File: config.mk
export PLATFORM = sky130hd
export DESIGN_NAME = hazard_controller_flat
export DESIGN_NICKNAME = d
export VERILOG_FILES = /design/src/rtl/hazard_controller_if.sv /design/src/rtl/hazard_controller.sv /design/src/flat_wrapper.sv
export SDC_FILE = /design/constraint.sdc
export NUM_CORES = 1
export LEC_CHECK = 0
export ABC_AREA = 1
export CAP_MARGIN = 10
export CELL_PAD_IN_SITES_DETAIL_PLACEMENT = 1
export CELL_PAD_IN_SITES_GLOBAL_PLACEMENT = 2
export CORE_MARGIN = 5
export CORE_UTILIZATION = 28
export DETAILED_ROUTE_END_ITERATION = 10
export PLACE_DENSITY = 0.8
export SYNTH_ARGS = -nofsm -noshare
export SYNTH_HDL_FRONTEND = slang
export SYNTH_SLANG_ARGS = --single-unit
File: constraint.sdc
create_clock -name clk -period 1.6 [get_ports clk]
set_clock_uncertainty 0.2 [all_clocks]
set_input_delay 0.32 -clock clk [delete_from_list [all_inputs] [get_ports clk]]
set_output_delay 0.32 -clock clk [all_outputs]
set_load 0.005 [all_outputs]
File: src/rtl/hazard_controller_if.sv
// rtl/hazard_controller_if.sv - Decode/Execute hazard bus between pipeline and hazard_controller
interface hazard_controller_if #(
  parameter int REG_ADDR_WIDTH = 5,
  parameter int CNT_WIDTH      = 16
);
  logic [REG_ADDR_WIDTH-1:0] id_rs1;
  logic [REG_ADDR_WIDTH-1:0] id_rs2;
  logic [REG_ADDR_WIDTH-1:0] id_rd;
  logic                      id_valid;
  logic                      id_reg_write;
  logic                      id_branch;
  logic                      id_jump;
  logic [1:0]                id_result_src;
  logic                      ex_zero;
  logic                      mem_busy;

  logic                      stall_f;
  logic                      stall_d;
  logic                      flush_d;
  logic                      flush_e;
  logic                      freeze;
  logic                      pc_src;
  logic [1:0]                fwd_a_e;
  logic [1:0]                fwd_b_e;
  logic [CNT_WIDTH-1:0]      stall_count;
  logic [CNT_WIDTH-1:0]      flush_count;

  // Pipeline side: drives Decode/Execute status, consumes hazard controls.
  modport master (
    output id_rs1, id_rs2, id_rd, id_valid, id_reg_write, id_branch, id_jump,
           id_result_src, ex_zero, mem_busy,
    input  stall_f, stall_d, flush_d, flush_e, freeze, pc_src,
           fwd_a_e, fwd_b_e, stall_count, flush_count
  );

  modport slave (
    input  id_rs1, id_rs2, id_rd, id_valid, id_reg_write, id_branch, id_jump,
           id_result_src, ex_zero, mem_busy,
    output stall_f, stall_d, flush_d, flush_e, freeze, pc_src,
           fwd_a_e, fwd_b_e, stall_count, flush_count
  );
endinterface

File: src/rtl/hazard_controller.sv
// rtl/hazard_controller.sv - 5-stage pipeline hazard unit: load-use stall, redirect flush, forwarding, event counters
module hazard_controller #(
  parameter int REG_ADDR_WIDTH = 5,
  parameter int CNT_WIDTH      = 16
) (
  input  logic              clk,
  input  logic              rst_n,
  hazard_controller_if.slave hz
);
  localparam logic [REG_ADDR_WIDTH-1:0] REG_ZERO = '0;
  localparam logic [CNT_WIDTH-1:0]      CNT_ONE  = {{(CNT_WIDTH-1){1'b0}}, 1'b1};

  // Execute-stage shadow
  logic                      e_valid_q, e_reg_write_q, e_is_load_q, e_branch_q, e_jump_q;
  logic [REG_ADDR_WIDTH-1:0] e_rs1_q, e_rs2_q, e_rd_q;
  // Memory- and Writeback-stage shadows
  logic                      m_valid_q, m_reg_write_q;
  logic [REG_ADDR_WIDTH-1:0] m_rd_q;
  logic                      w_valid_q, w_reg_write_q;
  logic [REG_ADDR_WIDTH-1:0] w_rd_q;

  logic [CNT_WIDTH-1:0]      stall_count_q, stall_count_d;
  logic [CNT_WIDTH-1:0]      flush_count_q, flush_count_d;

  logic busy;
  logic lw_stall;
  logic redirect;
  logic flush_e_c;
  logic m_fwd_ok, w_fwd_ok;

  // Outputs must read idle while reset is held, even if memory reports busy.
  assign busy = hz.mem_busy & rst_n;

  always_comb begin
    lw_stall = hz.id_valid & e_valid_q & e_is_load_q & (e_rd_q != REG_ZERO) &
               ((e_rd_q == hz.id_rs1) | (e_rd_q == hz.id_rs2));
    redirect = e_valid_q & (e_jump_q | (e_branch_q & hz.ex_zero));
  end

  always_comb begin
    hz.stall_f = 1'b0;
    hz.stall_d = 1'b0;
    hz.flush_d = 1'b0;
    hz.flush_e = 1'b0;
    hz.freeze  = 1'b0;
    hz.pc_src  = 1'b0;
    flush_e_c  = 1'b0;
    if (busy) begin
      hz.freeze  = 1'b1;
      hz.stall_f = 1'b1;
      hz.stall_d = 1'b1;
    end else begin
      flush_e_c  = redirect | lw_stall;
      hz.pc_src  = redirect;
      hz.flush_d = redirect;
      hz.flush_e = flush_e_c;
      hz.stall_f = lw_stall & ~redirect;
      hz.stall_d = lw_stall & ~redirect;
    end
  end

  // A bubble in Execute has no consumer, so it never selects a bypass.
  always_comb begin
    m_fwd_ok   = e_valid_q & m_valid_q & m_reg_write_q & (m_rd_q != REG_ZERO);
    w_fwd_ok   = e_valid_q & w_valid_q & w_reg_write_q & (w_rd_q != REG_ZERO);
    hz.fwd_a_e = 2'b00;
    hz.fwd_b_e = 2'b00;
    if (m_fwd_ok && (m_rd_q == e_rs1_q)) begin
      hz.fwd_a_e = 2'b10;
    end else if (w_fwd_ok && (w_rd_q == e_rs1_q)) begin
      hz.fwd_a_e = 2'b01;
    end
    if (m_fwd_ok && (m_rd_q == e_rs2_q)) begin
      hz.fwd_b_e = 2'b10;
    end else if (w_fwd_ok && (w_rd_q == e_rs2_q)) begin
      hz.fwd_b_e = 2'b01;
    end
  end

  always_comb begin
    stall_count_d = stall_count_q;
    flush_count_d = flush_count_q;
    if (!busy) begin
      if (lw_stall && !redirect && !(&stall_count_q)) begin
        stall_count_d = stall_count_q + CNT_ONE;
      end
      if (redirect && !(&flush_count_q)) begin
        flush_count_d = flush_count_q + CNT_ONE;
      end
    end
  end

  assign hz.stall_count = stall_count_q;
  assign hz.flush_count = flush_count_q;

  always_ff @(posedge clk or negedge rst_n) begin
    if (!rst_n) begin
      e_valid_q     <= 1'b0;
      e_reg_write_q <= 1'b0;
      e_is_load_q   <= 1'b0;
      e_branch_q    <= 1'b0;
      e_jump_q      <= 1'b0;
      e_rs1_q       <= '0;
      e_rs2_q       <= '0;
      e_rd_q        <= '0;
      m_valid_q     <= 1'b0;
      m_reg_write_q <= 1'b0;
      m_rd_q        <= '0;
      w_valid_q     <= 1'b0;
      w_reg_write_q <= 1'b0;
      w_rd_q        <= '0;
      stall_count_q <= '0;
      flush_count_q <= '0;
    end else if (!busy) begin
      e_valid_q     <= hz.id_valid & ~flush_e_c;
      e_reg_write_q <= hz.id_reg_write;
      e_is_load_q   <= (hz.id_result_src == 2'b01);
      e_branch_q    <= hz.id_branch;
      e_jump_q      <= hz.id_jump;
      e_rs1_q       <= hz.id_rs1;
      e_rs2_q       <= hz.id_rs2;
      e_rd_q        <= hz.id_rd;
      m_valid_q     <= e_valid_q;
      m_reg_write_q <= e_reg_write_q;
      m_rd_q        <= e_rd_q;
      w_valid_q     <= m_valid_q;
      w_reg_write_q <= m_reg_write_q;
      w_rd_q        <= m_rd_q;
      stall_count_q <= stall_count_d;
      flush_count_q <= flush_count_d;
    end
  end
endmodule

File: src/flat_wrapper.sv
// flat-port wrapper written by rule: the top's interface ports become plain ports
module hazard_controller_flat 
#(
  parameter int REG_ADDR_WIDTH = 5,
  parameter int CNT_WIDTH      = 16
)
  (clk, rst_n, hz_id_rs1, hz_id_rs2, hz_id_rd, hz_id_valid, hz_id_reg_write, hz_id_branch, hz_id_jump, hz_id_result_src, hz_ex_zero, hz_mem_busy, hz_stall_f, hz_stall_d, hz_flush_d, hz_flush_e, hz_freeze, hz_pc_src, hz_fwd_a_e, hz_fwd_b_e, hz_stall_count, hz_flush_count);
  hazard_controller_if #(.REG_ADDR_WIDTH(REG_ADDR_WIDTH), .CNT_WIDTH(CNT_WIDTH)) hz_i ();
  input  logic clk;
  input  logic rst_n;
  input wire logic [$bits(hz_i.id_rs1)-1:0] hz_id_rs1;
  input wire logic [$bits(hz_i.id_rs2)-1:0] hz_id_rs2;
  input wire logic [$bits(hz_i.id_rd)-1:0] hz_id_rd;
  input wire logic [$bits(hz_i.id_valid)-1:0] hz_id_valid;
  input wire logic [$bits(hz_i.id_reg_write)-1:0] hz_id_reg_write;
  input wire logic [$bits(hz_i.id_branch)-1:0] hz_id_branch;
  input wire logic [$bits(hz_i.id_jump)-1:0] hz_id_jump;
  input wire logic [$bits(hz_i.id_result_src)-1:0] hz_id_result_src;
  input wire logic [$bits(hz_i.ex_zero)-1:0] hz_ex_zero;
  input wire logic [$bits(hz_i.mem_busy)-1:0] hz_mem_busy;
  output wire logic [$bits(hz_i.stall_f)-1:0] hz_stall_f;
  output wire logic [$bits(hz_i.stall_d)-1:0] hz_stall_d;
  output wire logic [$bits(hz_i.flush_d)-1:0] hz_flush_d;
  output wire logic [$bits(hz_i.flush_e)-1:0] hz_flush_e;
  output wire logic [$bits(hz_i.freeze)-1:0] hz_freeze;
  output wire logic [$bits(hz_i.pc_src)-1:0] hz_pc_src;
  output wire logic [$bits(hz_i.fwd_a_e)-1:0] hz_fwd_a_e;
  output wire logic [$bits(hz_i.fwd_b_e)-1:0] hz_fwd_b_e;
  output wire logic [$bits(hz_i.stall_count)-1:0] hz_stall_count;
  output wire logic [$bits(hz_i.flush_count)-1:0] hz_flush_count;
  assign hz_i.id_rs1 = hz_id_rs1;
  assign hz_i.id_rs2 = hz_id_rs2;
  assign hz_i.id_rd = hz_id_rd;
  assign hz_i.id_valid = hz_id_valid;
  assign hz_i.id_reg_write = hz_id_reg_write;
  assign hz_i.id_branch = hz_id_branch;
  assign hz_i.id_jump = hz_id_jump;
  assign hz_i.id_result_src = hz_id_result_src;
  assign hz_i.ex_zero = hz_ex_zero;
  assign hz_i.mem_busy = hz_mem_busy;
  assign hz_stall_f = hz_i.stall_f;
  assign hz_stall_d = hz_i.stall_d;
  assign hz_flush_d = hz_i.flush_d;
  assign hz_flush_e = hz_i.flush_e;
  assign hz_freeze = hz_i.freeze;
  assign hz_pc_src = hz_i.pc_src;
  assign hz_fwd_a_e = hz_i.fwd_a_e;
  assign hz_fwd_b_e = hz_i.fwd_b_e;
  assign hz_stall_count = hz_i.stall_count;
  assign hz_flush_count = hz_i.flush_count;
  hazard_controller #(.REG_ADDR_WIDTH(REG_ADDR_WIDTH), .CNT_WIDTH(CNT_WIDTH)) u_core (.clk(clk), .rst_n(rst_n), .hz(hz_i));
endmodule
# Yosys cells after proc, flatten, opt, wreduce, memory -nomap -nowiden
# Index checks and enable logic that the tools add are counted.
# word_totals
in_bits,25
regBits,66
wordCells,71
out_inout_bits,42
# op_classes
n_eq_ne,7
bitwise_logic,21
addsub,2
mux,8
reduce_logical,17
# ops
cell,n
"adder 16 x 1 -> 16 bit, second input constant",2
AND reduction 16 bit,2
equality test 5 bit,6
bitwise AND 1 bit,15
nonzero test 5 bit,3
logical AND 1 bit,7
two-way mux 1 bit,6
two-way mux 2 bit,2
AND reduction 2 bit,2
logical NOT 1 bit,3
NOT 1 bit,3
bitwise OR 1 bit,3
"equality test 2 x 1 -> 1 bit, second input constant",1

# Longest topological paths before layout
# depth
word_depth,8
ltp_mapped,11
depth_no_buf,10

# Worst setup path after synthesis
# Ideal clock, no wire load.
# synth_path
path_type,register -> register
start,"register u_core.stall_count_q[0], in the netlist u_core.hz.stall_count[0]"
end,"register u_core.stall_count_q[14], in the netlist u_core.hz.stall_count[14]"
synth_period_minus_slack_ns,1.799
required_time_ns,1.279
setup_ns,0.121
arrival_ns,1.478
setup_slack_ns,-0.199
stages_incl_launch_ff,11
n_path_buf,0
cell_sequence,dfrtp_1 > ha_1 > nand2_1 > nor3_2 > nand2_1 > inv_2 > nand3_1 > nor2_1 > inv_1 > o21bai_1 > nand2_1
# synth_via
elab_chain_cells,4
word_cells_on_any_way,5
classes_between,add/sub: 1; reduce/logical: 4
# synth_lines
item,line_no,rtl
from (decl),hazard_controller.sv:22,"logic [CNT_WIDTH-1:0] stall_count_q, stall_count_d;"
from (signal assigned),hazard_controller.sv:129,stall_count_q <= stall_count_d;
"parallel branches: the longest is 4 deep, another holds adder 16 x 1 -> 16 bit",--,
# Several ways; the timed one is not identified.
# A chain may end at the register's enable or synchronous reset.

# Worst setup path in the final report
# layout_path
start,register u_core.e_rd_q[1]
end,output port hz_stall_d
# layout_via
elab_chain_cells,5
word_cells_on_any_way,8
classes_between,eq/ne: 2; mux: 1; bitwise: 4; reduce/logical: 1
# layout_lines
item,line_no,rtl
from (decl),hazard_controller.sv:15,"logic [REG_ADDR_WIDTH-1:0] e_rs1_q, e_rs2_q, e_rd_q;"
from (signal assigned),hazard_controller.sv:122,e_rd_q <= hz.id_rd;
equality test 5 bit / nonzero test 5 bit (equally long branches),"hazard_controller.sv:36, hazard_controller.sv:35",
bitwise OR 1 bit / bitwise AND 1 bit (equally long branches),"hazard_controller.sv:36, hazard_controller.sv:35",
bitwise AND 1 bit *,hazard_controller.sv:35,lw_stall = hz.id_valid & e_valid_q & e_is_load_q & (e_rd_q != REG_ZERO) &
bitwise AND 1 bit *,hazard_controller.sv:58,hz.stall_d = lw_stall & ~redirect;
two-way mux 1 bit *,hazard_controller.sv:48,if (busy) begin
to (decl),flat_wrapper.sv:22,output wire logic [$bits(hz_i.stall_d)-1:0] hz_stall_d;
# Mark *: on every way between the ends. The rest lies on a longest branch, timed or not.

==> impl_metrics.env <==
export IMPL_status="finished with violations"
export IMPL_failed_checks="setup timing"
export IMPL_finalSetupTns_ps=-13010
export IMPL_power_density_nw_per_um2=837
export IMPL_ys_types=32
export IMPL_top_level_ports=67
export IMPL_drv_slew=0
export IMPL_postLayoutCoreUtil_pct=48.3
export IMPL_tightest_slew_ps=897
export IMPL_synth_main_ff_cell="dfrtp_1"
export IMPL_die_height_um=125
export IMPL_cts_tree="yes"
export IMPL_yosysMostFrequentCell="nand2_1"
export IMPL_yosys_warnings=0
export IMPL_grt_use_total_pct=16.7
export IMPL_numCtsBuffers=9
export IMPL_netlist_area_sq_um=3690
export IMPL_hold_violations=0
export IMPL_clock_sinks=66
export IMPL_diodes=0
export IMPL_synth_area_leader_cell="dfrtp_1"
export IMPL_r2r_start="u_core.e_rd_q[1]"
export IMPL_cp_startpoint="u_core.e_rd_q[1]"
export IMPL_cp_slowest_cell="dfrtp_2"
export IMPL_instances_no_fill=848
export IMPL_syn_avg_cell_area_sq_um=8.03
export IMPL_cpPeakStageDelay_ps=410
export IMPL_synthTopCellsByCount="127 x nand2_1, 66 x dfrtp_1, 56 x inv_1"
export IMPL_ff2ff_path_depth=13
export IMPL_post_dp_hpwl_um=8910
export IMPL_area_growth_pct=71.1
export IMPL_r2r_end="u_core.hz.stall_count[14]"
export IMPL_dp_cells=787
export IMPL_routedWlPerCell_um=15.4
export IMPL_wirelength_um=13100
export IMPL_end_kind="output port"
export IMPL_cp_max_fo=4
export IMPL_dpl_cell_area_sq_um=5310
export IMPL_grt_max_degree=67
export IMPL_grt_pass1_vias=4372
export IMPL_vias=3794
export IMPL_arrival_ps=1650
export IMPL_rsz0062_at_grt="true"
export IMPL_nNetsFinal=694
export IMPL_grt_overflow_total=0
export IMPL_synth_edf_count=0
export IMPL_die_area_sq_um=15600
export IMPL_crit_required_ps=1080
export IMPL_ir_drop_mv=0.475
export IMPL_max_slew_margin_pct=40.2
export IMPL_yosys_top_cells_area="dfrtp_1 45%, nand2_1 13%, inv_1 5.7%, xor2_1 5.0%, o21ai_0 3.8%"
export IMPL_layout_drive_gt1_share_pct=43.9
export IMPL_drtIter0Drc=90
export IMPL_insertion_delay_ps=330
export IMPL_grt_first_pass_wirelength_um=21200
export IMPL_critical_path_class="reg -> out"
export IMPL_maxCapViolations=0
export IMPL_antenna_found_initial=0
export IMPL_ant_nets=0
export IMPL_yosysTopAreaCellShare_pct=44.7
export IMPL_synth_seq_area_share_pct=44.7
export IMPL_critPathLaunchType="register"
export IMPL_finalCritPeriodShare_pct=135
export IMPL_first_pass_iters=4
export IMPL_rrSetupSlack_ps=-350
export IMPL_ys_seq_elements=66
export IMPL_finalSetupViolCount=41
export IMPL_power_leakage_nw=3.28
export IMPL_htreeDepth=3
export IMPL_min_path_type="in -> async"
export IMPL_final_fill_count=1526
export IMPL_synthCells=460
export IMPL_cp_cell_sequence="inv_2, nand2_1, nand2_1, nor2_2, nand3_2, nand2_4, buf_12, nand3_4, nand2_4, buf_6"
export IMPL_rows=42
export IMPL_detail_route_vias_per_cell=4.47
export IMPL_gp_routability_congestion=0.895
export IMPL_worst_slack_ps=-568
export IMPL_period_minus_slack_ps=2170
export IMPL_async_flop_share_pct=100
export IMPL_root_buffer="clkbuf_16"
export IMPL_cts_max_path_buffers=2
export IMPL_max_freq_mhz=461
export IMPL_clkSlewWorstSetupHoldPaths_ps=50
export IMPL_fin_area_sq_um=6320
export IMPL_coreArea_sq_um=13100
export IMPL_port_buffers=66
export IMPL_drc=0
export IMPL_synth_nets=487
export IMPL_die_w_um=125
export IMPL_start_util_pct=28.2
==> final cells by class <==
cell class	count	area (sq um)	share of cell area [%]
Clock buffer	13	250	3.96
Clock inverter	3	15.0	0.238
Multi-Input combinational cell	312	2050	32.4
Sequential cell	66	1660	26.3
Timing Repair Buffer	208	1860	29.4
Inverter	70	270	4.28
Tap cell	176	220	3.49
==> sequential cells by signal, summed over array words and instances, names as in the netlist <==
| name | cells |
|---|---|
| u_core.hz.flush_count | 16 |
| u_core.hz.stall_count | 16 |
| u_core.e_rd_q | 5 |
| u_core.e_rs1_q | 5 |
| u_core.e_rs2_q | 5 |
| u_core.m_rd_q | 5 |
| u_core.w_rd_q | 5 |
| u_core.e_branch_q | 1 |
| u_core.e_is_load_q | 1 |
| u_core.e_jump_q | 1 |
| u_core.e_reg_write_q | 1 |
| u_core.e_valid_q | 1 |
| u_core.m_reg_write_q | 1 |
| u_core.m_valid_q | 1 |
| u_core.w_reg_write_q | 1 |
| u_core.w_valid_q | 1 |
==> power breakdown <==
group          total [mW]  internal, mW  switching (mW)  leakage (nW)
logic                1.51         0.812           0.703          2.39
clock network        1.80          1.08           0.714         0.133
registers            1.98          1.82           0.152         0.755
total                5.29          3.72            1.57          3.28
==> worst max-delay path by stage <==
stage                                     endpoint  slack, ps  cells after the start
after floorplan           u_core.hz.stall_count[6]       -180                      9
after global placement                  hz_flush_e       -960                     10
after detailed placement                hz_flush_e      -1040                     10
after CTS                               hz_stall_d       -590                     10
after global routing                 hz_fwd_b_e[0]       -670                      7
final                                   hz_stall_d       -570                     10
==> stage by stage <==
step / power, mW / hold slack [ps] / setup WS (ps)
finish: 5.29 / 60.2 / -568
global route: 5.58 / 145 / -666
CTS: 5.14 / 108 / -588
detailed placement: 3.12 / 274 / -1040
global placement: 3.06 / 255 / -959
floorplan: 2.42 / -176 / -182
==> layout by cell type (no fill, tap or decap), types with 9 or more instances in the layout <==
| master | n |
|---|---|
| nand2_1 | 109 |
| buf_4 | 108 |
| dfrtp_1 | 59 |
| inv_1 | 54 |
| buf_6 | 44 |
| o21ai_0 | 28 |
| nand3_2 | 23 |
| xor2_1 | 21 |
| nor2_1 | 15 |
| inv_2 | 15 |
| o21bai_1 | 15 |
| nand2_2 | 14 |
| clkdlybuf4s50_1 | 13 |
| nand4_1 | 12 |
| nor2_2 | 11 |
| dlygate4sd2_1 | 11 |
| xnor2_1 | 9 |
| nand3_1 | 9 |
| clkbuf_16 | 9 |
| buf_2 | 9 |
==> routing by layer <==
layer,up-vias,track usage [%],share of wire [%]
met5,-,0,0
met4,0,6.82,2.5
met2,51,31.1,55
met1,1861,18.7,40
li1,1863,-,-
met3,19,2.87,2.3
==> worst max-delay path: cells and delay by family (launching register included) <==
kind,cells,cell delay [ps]
and+or+nand+nor,7,640
DFF,1,410
buffers and inverters,3,270
==> cells by family after synthesis <==
family	after synthesis	share of synthesized area (%)
buffers and inverters	82	9.05
xor gates and xnor gates	35	8.30
AOI/OAI and AO/OA	49	7.73
adders and majority gates	2	0.678
and+or+nand+nor	226	29.5
DFF	66	44.7
==> timing repair <==
action,4_1_cts,5_1_grt
gates cloned,1,0
hold buffers,0,0
endpoints found under the setup margin,74,57
endpoints found under the hold margin,0,0
buffers inserted,40,19
gates resized for setup,188,85
pin swaps,22,32
No activity file was read; power rests on OpenSTA's default activity.
